--- src/rtl/uart_port.sv ---
// Memory-mapped 8N1 UART with programmable divisor, TX/RX FIFOs, sticky errors and a level irq.
// Bus: request in cycle N is answered (ack, rdata) in N+1; side effects land at the end of N.
module uart_port #(
  parameter int unsigned FIFO_DEPTH  = 16,
  parameter int unsigned DIV_W       = 16,
  parameter int unsigned DEFAULT_DIV = 434
) (
  input  logic        clock,
  input  logic        reset,
  input  logic        cpud_request,
  input  logic [7:0]  cpud_addr,
  input  logic        cpud_write,
  input  logic [3:0]  cpud_byte_enable,
  input  logic [31:0] cpud_wdata,
  output logic [31:0] cpud_rdata,
  output logic        cpud_ack,
  output logic        UART_TX,
  input  logic        UART_RX,
  output logic        irq
);

  localparam int unsigned AW = $clog2(FIFO_DEPTH);
  localparam logic [AW:0] DepthW = (AW+1)'(FIFO_DEPTH);
  localparam logic [AW:0] PtrOne = (AW+1)'(1);
  localparam logic [DIV_W-1:0] DivOne = DIV_W'(1);
  localparam logic [DIV_W-1:0] MinDiv = DIV_W'(4);
  localparam logic [DIV_W-1:0] ResetDiv = DIV_W'(DEFAULT_DIV);

  // Bus decode
  logic rd_en, wr_en, sel_data, sel_stat, sel_div, sel_ien;
  assign rd_en    = cpud_request & ~cpud_write;
  assign wr_en    = cpud_request & cpud_write;
  assign sel_data = (cpud_addr == 8'h00);
  assign sel_stat = (cpud_addr == 8'h04);
  assign sel_div  = (cpud_addr == 8'h08);
  assign sel_ien  = (cpud_addr == 8'h0C);

  logic unused_bus;
  assign unused_bus = ^{cpud_wdata, cpud_byte_enable};

  logic             ack_q;
  logic [31:0]      rdata_q, rdata_d;
  logic [DIV_W-1:0] div_q, div_new;
  logic [2:0]       irq_en_q;
  logic             irq_q;
  logic             rx_ovf_q, frame_q, tx_ovf_q;
  logic             rx_ovf_set, frame_set, tx_ovf_set, stat_clr;

  // TX FIFO
  logic [7:0]  tx_mem [FIFO_DEPTH];
  logic [AW:0] tx_wr_q, tx_rd_q, tx_count;
  logic        tx_empty, tx_full, tx_push_req, tx_push, tx_pop;
  assign tx_count    = tx_wr_q - tx_rd_q;
  assign tx_empty    = (tx_count == '0);
  assign tx_full     = (tx_count == DepthW);
  assign tx_push_req = wr_en & sel_data & cpud_byte_enable[0];
  assign tx_push     = tx_push_req & (~tx_full | tx_pop);
  assign tx_ovf_set  = tx_push_req & tx_full & ~tx_pop;

  // RX FIFO
  logic [7:0]  rx_mem [FIFO_DEPTH];
  logic [AW:0] rx_wr_q, rx_rd_q, rx_count;
  logic        rx_empty, rx_full, rx_push, rx_pop;
  assign rx_count = rx_wr_q - rx_rd_q;
  assign rx_empty = (rx_count == '0);
  assign rx_full  = (rx_count == DepthW);
  assign rx_pop   = rd_en & sel_data & ~rx_empty;

  // TX shifter
  typedef enum logic [1:0] {TxIdle, TxStart, TxData, TxStop} tx_state_e;
  tx_state_e        tx_state_q, tx_state_d;
  logic [DIV_W-1:0] tx_cnt_q, tx_cnt_d, tx_div_q, tx_div_d;
  logic [7:0]       tx_shift_q, tx_shift_d;
  logic [2:0]       tx_bit_q, tx_bit_d;
  logic             tx_line_q, tx_line_d, tx_load, tx_bit_done, tx_idle;
  assign tx_bit_done = (tx_cnt_q == tx_div_q - DivOne);
  assign tx_idle     = tx_empty & (tx_state_q == TxIdle);
  assign tx_pop      = tx_load;

  always_comb begin
    tx_state_d = tx_state_q;
    tx_cnt_d   = tx_cnt_q + DivOne;
    tx_div_d   = tx_div_q;
    tx_shift_d = tx_shift_q;
    tx_bit_d   = tx_bit_q;
    tx_line_d  = tx_line_q;
    tx_load    = 1'b0;
    unique case (tx_state_q)
      TxIdle: begin
        tx_cnt_d  = '0;
        tx_line_d = 1'b1;
        tx_load   = ~tx_empty;
      end
      TxStart: if (tx_bit_done) begin
        tx_cnt_d   = '0;
        tx_bit_d   = '0;
        tx_line_d  = tx_shift_q[0];
        tx_state_d = TxData;
      end
      TxData: if (tx_bit_done) begin
        tx_cnt_d = '0;
        if (tx_bit_q == 3'd7) begin
          tx_line_d  = 1'b1;
          tx_state_d = TxStop;
        end else begin
          tx_bit_d   = tx_bit_q + 3'd1;
          tx_shift_d = {1'b0, tx_shift_q[7:1]};
          tx_line_d  = tx_shift_q[1];
        end
      end
      TxStop: if (tx_bit_done) begin
        tx_cnt_d   = '0;
        tx_state_d = TxIdle;
        tx_load    = ~tx_empty;
      end
      default: tx_state_d = TxIdle;
    endcase
    // Back-to-back frames: a queued byte loads straight out of STOP.
    if (tx_load) begin
      tx_state_d = TxStart;
      tx_div_d   = div_q;
      tx_shift_d = tx_mem[tx_rd_q[AW-1:0]];
      tx_line_d  = 1'b0;
      tx_cnt_d   = '0;
    end
  end

  // RX sampler
  typedef enum logic [1:0] {RxIdle, RxStart, RxData, RxStop} rx_state_e;
  rx_state_e        rx_state_q, rx_state_d;
  logic [1:0]       rx_sync_q;
  logic             rx_prev_q, rx_s, rx_half, rx_bit_done;
  logic [DIV_W-1:0] rx_cnt_q, rx_cnt_d, rx_div_q, rx_div_d;
  logic [7:0]       rx_shift_q, rx_shift_d;
  logic [2:0]       rx_bit_q, rx_bit_d;
  assign rx_s        = rx_sync_q[1];
  assign rx_half     = (rx_cnt_q == (rx_div_q >> 1) - DivOne);
  assign rx_bit_done = (rx_cnt_q == rx_div_q - DivOne);

  always_comb begin
    rx_state_d = rx_state_q;
    rx_cnt_d   = rx_cnt_q + DivOne;
    rx_div_d   = rx_div_q;
    rx_shift_d = rx_shift_q;
    rx_bit_d   = rx_bit_q;
    rx_push    = 1'b0;
    rx_ovf_set = 1'b0;
    frame_set  = 1'b0;
    unique case (rx_state_q)
      RxIdle: begin
        rx_cnt_d = '0;
        if (rx_prev_q & ~rx_s) begin
          rx_div_d   = div_q;
          rx_state_d = RxStart;
        end
      end
      RxStart: if (rx_half) begin
        rx_cnt_d   = '0;
        rx_bit_d   = '0;
        rx_state_d = rx_s ? RxIdle : RxData;
      end
      RxData: if (rx_bit_done) begin
        rx_cnt_d   = '0;
        rx_shift_d = {rx_s, rx_shift_q[7:1]};
        if (rx_bit_q == 3'd7) rx_state_d = RxStop;
        else                  rx_bit_d   = rx_bit_q + 3'd1;
      end
      RxStop: if (rx_bit_done) begin
        rx_cnt_d   = '0;
        rx_state_d = RxIdle;
        if (!rx_s)                  frame_set  = 1'b1;
        else if (rx_full && !rx_pop) rx_ovf_set = 1'b1;
        else                        rx_push    = 1'b1;
      end
      default: rx_state_d = RxIdle;
    endcase
  end

  // Divisor write with byte lanes; stored value never drops below 4
  always_comb begin
    for (int unsigned i = 0; i < DIV_W; i++) begin
      div_new[i] = cpud_byte_enable[i/8] ? cpud_wdata[i] : div_q[i];
    end
    if (div_new < MinDiv) div_new = MinDiv;
  end

  assign stat_clr = wr_en & sel_stat & cpud_byte_enable[0];

  always_comb begin
    rdata_d = '0;
    if (rd_en) begin
      if (sel_data) begin
        rdata_d = rx_empty ? 32'hFFFF_FFFF : {24'b0, rx_mem[rx_rd_q[AW-1:0]]};
      end else if (sel_stat) begin
        rdata_d = {16'(DepthW - tx_count), 10'b0, tx_ovf_q, frame_q, rx_ovf_q,
                   tx_idle, tx_full, ~rx_empty};
      end else if (sel_div) begin
        rdata_d = 32'(div_q);
      end else if (sel_ien) begin
        rdata_d = {29'b0, irq_en_q};
      end
    end
  end

  always_ff @(posedge clock) begin
    if (tx_push) tx_mem[tx_wr_q[AW-1:0]] <= cpud_wdata[7:0];
    if (rx_push) rx_mem[rx_wr_q[AW-1:0]] <= rx_shift_q;
  end

  always_ff @(posedge clock) begin
    if (reset) begin
      ack_q      <= 1'b0;
      rdata_q    <= '0;
      div_q      <= ResetDiv;
      irq_en_q   <= '0;
      irq_q      <= 1'b0;
      rx_ovf_q   <= 1'b0;
      frame_q    <= 1'b0;
      tx_ovf_q   <= 1'b0;
      tx_wr_q    <= '0;
      tx_rd_q    <= '0;
      rx_wr_q    <= '0;
      rx_rd_q    <= '0;
      tx_state_q <= TxIdle;
      tx_cnt_q   <= '0;
      tx_div_q   <= ResetDiv;
      tx_shift_q <= '0;
      tx_bit_q   <= '0;
      tx_line_q  <= 1'b1;
      rx_sync_q  <= 2'b11;
      rx_prev_q  <= 1'b1;
      rx_state_q <= RxIdle;
      rx_cnt_q   <= '0;
      rx_div_q   <= ResetDiv;
      rx_shift_q <= '0;
      rx_bit_q   <= '0;
    end else begin
      ack_q   <= cpud_request;
      rdata_q <= rdata_d;
      if (wr_en && sel_div) div_q <= div_new;
      if (wr_en && sel_ien && cpud_byte_enable[0]) irq_en_q <= cpud_wdata[2:0];
      // Set beats a same-cycle write-one-to-clear.
      rx_ovf_q <= (rx_ovf_q & ~(stat_clr & cpud_wdata[3])) | rx_ovf_set;
      frame_q  <= (frame_q  & ~(stat_clr & cpud_wdata[4])) | frame_set;
      tx_ovf_q <= (tx_ovf_q & ~(stat_clr & cpud_wdata[5])) | tx_ovf_set;
      irq_q    <= |(irq_en_q & {rx_ovf_q | frame_q | tx_ovf_q, tx_empty, ~rx_empty});
      if (tx_push) tx_wr_q <= tx_wr_q + PtrOne;
      if (tx_pop)  tx_rd_q <= tx_rd_q + PtrOne;
      if (rx_push) rx_wr_q <= rx_wr_q + PtrOne;
      if (rx_pop)  rx_rd_q <= rx_rd_q + PtrOne;
      tx_state_q <= tx_state_d;
      tx_cnt_q   <= tx_cnt_d;
      tx_div_q   <= tx_div_d;
      tx_shift_q <= tx_shift_d;
      tx_bit_q   <= tx_bit_d;
      tx_line_q  <= tx_line_d;
      rx_sync_q  <= {rx_sync_q[0], UART_RX};
      rx_prev_q  <= rx_s;
      rx_state_q <= rx_state_d;
      rx_cnt_q   <= rx_cnt_d;
      rx_div_q   <= rx_div_d;
      rx_shift_q <= rx_shift_d;
      rx_bit_q   <= rx_bit_d;
    end
  end

  assign cpud_ack   = ack_q;
  assign cpud_rdata = rdata_q;
  assign UART_TX    = tx_line_q;
  assign irq        = irq_q;

endmodule
--- config.mk ---
export PLATFORM = sky130hd
export DESIGN_NAME = uart_port
export DESIGN_NICKNAME = d
export VERILOG_FILES = /design/src/rtl/uart_port.sv
export SDC_FILE = /design/constraint.sdc
export NUM_CORES = 1
export LEC_CHECK = 0
export BUFFER_PORTS_ARGS = -buffer_cell sky130_fd_sc_hd__buf_4
export CORE_UTILIZATION = 42
export DETAILED_ROUTE_END_ITERATION = 16
export RECOVER_POWER = 100
export SLEW_MARGIN = 20
export SYNTH_ARGS = -nofsm -noshare
export SYNTH_HDL_FRONTEND = slang
export SYNTH_SLANG_ARGS = --single-unit
--- constraint.sdc ---
create_clock -name clock -period 11.2 [get_ports clock]
set_input_delay 1.68 -clock clock [delete_from_list [all_inputs] [get_ports clock]]
set_output_delay 1.68 -clock clock [all_outputs]
set_load 0.005 [all_outputs]
Word-level counts from Yosys, hierarchy flattened. Memories as Yosys holds them, arrays and structs flattened. A register that Yosys moved wholly into a read port is not among the register bits. Cells that the tools add are included.

Register bits after elaboration: 170. Memory bits (writable): 256. Word-level logic and storage cells: 220. Output and inout bits: 35. Bits of input ports: 49. Memories: 2.

Order comparisons: 1. Add/subtract/negate cells: 14. Muxes and demuxes: 78. Equal/unequal tests: 32. Bitwise operators: 36. Reductions and logical operators: 31.

Memories: rx_mem (depth 16, bits a word 8, read ports 1, clocked after Yosys merged registers in 1, wr ports 1, line 61) `logic [7:0] rx_mem [FIFO_DEPTH];`; tx_mem (depth 16, bits a word 8, read ports 1, clocked after Yosys merged registers in 1, wr ports 1, line 50) `logic [7:0] tx_mem [FIFO_DEPTH];`.

Operators with widths (number): 2-to-1 mux 32 bit (3); 2-to-1 mux 16 bit (5); equality test 16 bit (3); case mux 16 bit (3 select lines) (1); 2-to-1 mux 1 bit (37); adder 16 x 1 -> 16 bit (second input constant) (2); 2-to-1 mux 8 bit (4); case mux 16 bit (2 select lines) (1); subtractor 16 x 1 -> 16 bit (second input constant) (2); != test 2 bit (second input constant) (12); 2-to-1 mux 3 bit (7); adder 5 x 1 -> 5 bit (second input constant) (4); 2-to-1 mux 2 bit (10); AND 1 bit (19); equality test 8 x 4 -> 1 bit (second input constant) (2); less-than comparator 16 x 3 -> 1 bit (second input constant) (1); 2-to-1 mux 4 bit (4); subtractor 15 x 1 -> 16 bit (second input constant) (1); AND reduction 5 bit (3); != test 3 bit (second input constant) (4); case mux 3 bit (2 select lines) (2); equality test 5 bit (second input constant) (2); zero test 5 bit (2); NOT 1 bit (10); other kinds (25) (51).

Depth between registers and ports, before layout.
Word-level depth: 12. Gate-level depth with buffers: 17. Mapped depth without buffers: 15.

Least setup slack after synthesis. No wires, ideal clock.

Kind: input -> register. Start point: input cpud_addr[7]. End point: memory rx_mem[10][0] (enable). Path slack: 6.843 ns. Data required time: 10.868 ns. Setup time: 0.332 ns. Arrival: 4.025 ns. Path buffers: 2. Cell stages on the path: 9. Cell sequence: nor4_1 nand2_1 or3_1 clkbuf_1 or4_1 a21oi_1 and3_1 clkbuf_1 and3_1.

Cells in the longest elaborated chain, start to end: 11.

Ends and longest elaborated chain: start: declaration (line 11) `input logic [7:0] cpud_addr,`; zero test 8 bit (line 33) `assign sel_data = (cpud_addr == 8'h00);`; AND 1 bit (2 in a row) (line 67) `assign rx_pop = rd_en & sel_data & ~rx_empty;`; zero test 1 bit (line 172) `else if (rx_full && !rx_pop) rx_ovf_set = 1'b1;`; logical AND 1 bit (line 172); 2-to-1 mux 1 bit (line 172); 2-to-1 mux 1 bit (line 171) `if (!rx_s) frame_set = 1'b1;`; 2-to-1 mux 1 bit (line 168) `RxStop: if (rx_bit_done) begin`; 2-to-1 mux 1 bit (line 149) `unique case (rx_state_q)`; 2-to-1 mux 1 bit (line 207) `if (rx_push) rx_mem[rx_wr_q[AW-1:0]] <= rx_shift_q;`; 2-to-1 mux 1 bit (implied by the code) (line 207); end: declaration (line 61).

Every way passes these cells.

Worst setup path after layout.
Start point: input reset. End point: register tx_cnt_q[11].

Cells in the longest elaborated chain, start to end: 1.

Ends and longest elaborated chain: start: declaration (line 9) `input logic reset,`; OR reduction 2 bit (no source line); end signal: assignment (line 252) `tx_cnt_q <= tx_cnt_d;`; end: declaration (line 72) `logic [DIV_W-1:0] tx_cnt_q, tx_cnt_d, tx_div_q, tx_div_d;`.

Every way passes these cells. A chain may end at the register's enable or synchronous reset.

==> flow_results.xml <==
<?xml version="1.0" encoding="UTF-8"?>
<metrics>
  <group name="outcome">
    <metric name="run_status" unit="">finished, violations left</metric>
    <metric name="violations" unit="">max-capacitance violations, max-slew violations</metric>
  </group>
  <group name="placement">
    <metric name="hpwl" unit="mm">28.8</metric>
    <metric name="last_weighted_congestion_value_of_the_routability_driven_placer" unit="">0.874</metric>
    <metric name="io_buffers" unit="">65</metric>
    <metric name="post-place-cells" unit="">2059</metric>
  </group>
  <group name="yosys">
    <metric name="yosysWarnings" unit="">0</metric>
    <metric name="seq_area_frac_synth" unit="%">58.4</metric>
    <metric name="syn-num-nets" unit="">1578</metric>
    <metric name="synth_xor_area_share" unit="%">4.53</metric>
    <metric name="synth_top_area_cell" unit="">edfxtp_1</metric>
    <metric name="synth-compound-area-share" unit="%">6.96</metric>
    <metric name="post_synth_main_area_contributors" unit="">edfxtp_1 41%, dfxtp_1 18%, mux4_2 9.5%</metric>
    <metric name="asyncSetResetFlopFracSynth" unit="%">0</metric>
    <metric name="synth.top_cell.area_share" unit="%">40.6</metric>
    <metric name="synth_ff_type" unit="">edfxtp_1</metric>
    <metric name="synth.area.mux_share" unit="%">12.1</metric>
    <metric name="summed_instance_area_of_the_synthesized_netlist" unit="µm²">18900</metric>
    <metric name="syn_area_per_cell" unit="µm²">12.7</metric>
    <metric name="post_synth_num_cell_types" unit="">81</metric>
    <metric name="synth_simple_gate_area_share" unit="%">12.5</metric>
    <metric name="post_synth_fa_ha_maj_area_fraction" unit="%">2.48</metric>
    <metric name="number_of_synthesized_flops_with_an_enable_pin" unit="">256</metric>
    <metric name="synth_top_family_by_area" unit="">simple AND/OR/NAND/NOR gates</metric>
    <metric name="postSynthCellCount" unit="">1492</metric>
    <metric name="postSynthRegisterBits" unit="">424</metric>
  </group>
  <group name="pwr">
    <metric name="pwrdens" unit="nW/µm²">174</metric>
    <metric name="ir_worst_vdd" unit="mV">0.101</metric>
    <metric name="p_leak" unit="nW">7.15</metric>
  </group>
  <group name="clocking">
    <metric name="worst_skew_pair.late_latency" unit="ns">0.60</metric>
    <metric name="cts_setup_buffers" unit="">0</metric>
    <metric name="cts_inserted_buffers" unit="">45</metric>
    <metric name="clk_transition_reported_paths" unit="ns">0.06</metric>
    <metric name="number_of_buffers_on_the_longest_clock_path" unit="">3</metric>
    <metric name="tritoncts_num_sinks" unit="">424</metric>
    <metric name="clock-root-buffer" unit="">clkbuf_16</metric>
    <metric name="cts_tree" unit="">built</metric>
    <metric name="cts_repair_resize_count" unit="">0</metric>
    <metric name="post_cts_hold_buffer_count" unit="">0</metric>
    <metric name="cts_htree_levels" unit="">2</metric>
  </group>
  <group name="routing">
    <metric name="drt_wl_cell" unit="µm">19.8</metric>
    <metric name="vias" unit="">11800</metric>
    <metric name="drt_wl_total" unit="mm">42.5</metric>
    <metric name="route.antenna.remaining_nets" unit="">0</metric>
    <metric name="route.detailed.vias_per_inst" unit="">5.51</metric>
    <metric name="drt_drc_violations_left" unit="">0</metric>
    <metric name="first_pass_iteration_count_of_the_detailed_router" unit="">7</metric>
    <metric name="dr.first_iter.drc_count" unit="">963</metric>
  </group>
  <group name="sta">
    <metric name="finClkSkew" unit="ns">0.0292</metric>
    <metric name="portion_of_the_clock_cycle_consumed_by_the_worst_path_in_the_final_layout" unit="%">45.9</metric>
    <metric name="worst_slew_pin_slew" unit="ns">2.68</metric>
    <metric name="max_slew_margin" unit="%">-78.5</metric>
    <metric name="final_period_minus_worst_setup_slack" unit="ns">5.14</metric>
    <metric name="final_hold_viol_count" unit="">0</metric>
    <metric name="peak_freq" unit="MHz">194</metric>
    <metric name="final_max_slew_viol_count" unit="">126</metric>
    <metric name="totalNegativeSetupSlack" unit="ns">0</metric>
    <metric name="rsz_0062_raised_after_global_routing" unit="">no</metric>
    <metric name="setup_violations" unit="">0</metric>
  </group>
  <group name="floorplanning">
    <metric name="full_die_area" unit="µm²">45900</metric>
    <metric name="dieHeight" unit="µm">214</metric>
    <metric name="fp-row-count" unit="">77</metric>
    <metric name="ioPinCount" unit="">84</metric>
    <metric name="design.core.area" unit="µm²">44300</metric>
    <metric name="initial_utilization" unit="%">42.7</metric>
    <metric name="die_width" unit="µm">214</metric>
  </group>
  <group name="global_route">
    <metric name="grt_max_degree" unit="">60</metric>
    <metric name="vias_in_the_first_global_route" unit="">11500</metric>
    <metric name="gr-usage-all-layers" unit="%">18.7</metric>
    <metric name="number_of_antenna_violations_at_the_first_check_in_global_routing" unit="">2</metric>
    <metric name="first_pass_grt_wire_length" unit="mm">66.8</metric>
    <metric name="grt-ovfl-total" unit="">0</metric>
  </group>
  <group name="flow_run">
    <metric name="timing.max_cap.violations" unit="">3</metric>
  </group>
  <group name="hold_path">
    <metric name="worst_min_delay_path_endpoint" unit="">rx_sync_q[1]</metric>
    <metric name="timing.hold.worst_path_depth" unit="">1</metric>
    <metric name="hold_start" unit="">rx_sync_q[0]</metric>
    <metric name="hp-class" unit="">flip-flop to flip-flop</metric>
  </group>
  <group name="worst_setup_path">
    <metric name="startpoint_type" unit="">input pin</metric>
    <metric name="worst-path-max-fanout" unit="">59</metric>
    <metric name="timing.rr.end" unit="">tx_div_q[9]</metric>
    <metric name="critical_path.endpoint_type" unit="">flip-flop</metric>
    <metric name="worstPathArrival" unit="ns">5.58</metric>
    <metric name="critPathRequiredTime" unit="ns">11.64</metric>
    <metric name="regToRegStartpoint" unit="">tx_div_q[0]</metric>
    <metric name="worst-r2r-setup-slack" unit="ns">6.47</metric>
    <metric name="rr_worst_depth" unit="">11</metric>
    <metric name="setup.worst_path.class" unit="">input pin to flip-flop</metric>
  </group>
  <group name="final_layout">
    <metric name="layout.cells.most_common_list" unit="">256 x edfxtp_1, 166 x dfxtp_1, 124 x nor2_1</metric>
    <metric name="area_delta_synth_final" unit="%">12.3</metric>
    <metric name="post_route_cells_drive_above_1_share" unit="%">15.5</metric>
    <metric name="nNetsFinal" unit="">1600</metric>
    <metric name="final_cell_count_no_fill" unit="">2144</metric>
    <metric name="layout_commonest_cell" unit="">edfxtp_1</metric>
  </group>
</metrics>
[worst max path at each step]
| stage | startpoint | to | slack, ns |
|---|---|---|---|
| global route | reset | tx_cnt_q[8] | 5.65 |
| floorplan | cpud_addr[7] | rx_mem[10][0] | 6.84 |
| CTS | tx_div_q[0] | tx_mem[10][6] | 6.60 |
| finish | reset | tx_cnt_q[11] | 6.06 |
| global placement | cpud_addr[7] | rx_mem[11][1] | 6.25 |
| detailed placement | cpud_addr[7] | rx_mem[14][1] | 6.20 |
[layer usage]
metal | wire length, µm | GRT usage (%) | vias to the layer above
met4 | 923 | 5.12 | 2
li1 | - | - | 5595
met2 | 19700 | 29.5 | 307
met1 | 19500 | 26.1 | 5851
met5 | 14 | 0 | -
met3 | 2370 | 3.82 | 60
[worst max-delay path: stages]
cell and delay (ns):
clkbuf_1 1.12, clkbuf_1 1.97, or3_1 0.64, nor2_1 0.11
[logic make-up after synthesis]
kind of cell,count (synthesis)
XOR/XNOR,98
AO/OA/AOI/OAI,199
flip-flops,424
adder cells (fa/ha/maj),37
buffers and inverters,137
AND/OR/NAND/NOR,468
multiplexers,129
[metrics by stage]
step           hold WS, ns  power, W  setup slack, ns  util [%]  instance area, µm²
2_1_floorplan        0.389   0.00211             6.84         -               18900
3_3_place_gp         0.394   0.00222             6.25      44.7               19800
3_5_place_dp         0.393   0.00222             6.20      44.7               19800
4_1_cts              0.408   0.00375             6.60      48.2               21400
5_1_grt              0.417   0.00386             5.65      48.0               21300
6_report             0.406   0.00371             6.06      48.0               21300
[layout make-up]
| cell class | count | area [µm²] |
|---|---|---|
| fillers | 3948 | 23000 |
| flip-flops and latches | 424 | 11100 |
| multi-input cells | 931 | 7300 |
| clock buffers | 62 | 1310 |
| well taps | 592 | 741 |
| repair buffers | 75 | 495 |
| clock inverters | 22 | 236 |
| inverters | 37 | 139 |
| diodes | 1 | 2.50 |
[state kept, by name, summed over array words and instances (netlist names), 16 cells and up, named ones only]
name,count
rx_mem,128
tx_mem,128
tx_cnt_q,16
div_q,16
tx_div_q,16
rx_cnt_q,16
rx_div_q,16
cpud_rdata,22
[synthesized netlist by cell type (3+ instances only)]
cell type  number
buf_1          18
mux2i_1        45
ha_1           36
or4_4           3
nand3b_1        3
nand4_1        15
o211ai_1       14
nor3_1         22
a21oi_1        81
or2_2           7
mux2_2          4
inv_1          37
nand2_1       110
nand3_1        56
o21ai_0        24
a21o_1          5
o31ai_1        10
and3_1         46
o21a_1          6
a221oi_1        3
nand2b_1        4
a31o_2          4
nor4b_1         5
buf_6           3
nor4_1         11
nor2_1        124
edfxtp_1      256
and2_1          5
buf_2           5
or3_1           7
a22oi_1         6
nand4b_1        4
buf_4          10
o221a_2         4
dfxtp_1       168
mux4_2         80
or4_1          12
o22ai_1         4
nor2b_1        20
clkbuf_1       64
xnor2_1        52
xor2_1         46
[power by group]
group | switching [W] | total, W | leakage (nW) | internal (W)
registers | 0.0000253 | 0.00170 | 3.70 | 0.00167
logic | 0.000280 | 0.000485 | 2.70 | 0.000205
clock network | 0.000629 | 0.00152 | 0.759 | 0.000894
total | 0.000934 | 0.00371 | 7.15 | 0.00277
Note: power is estimated with default switching activity, not from simulation.
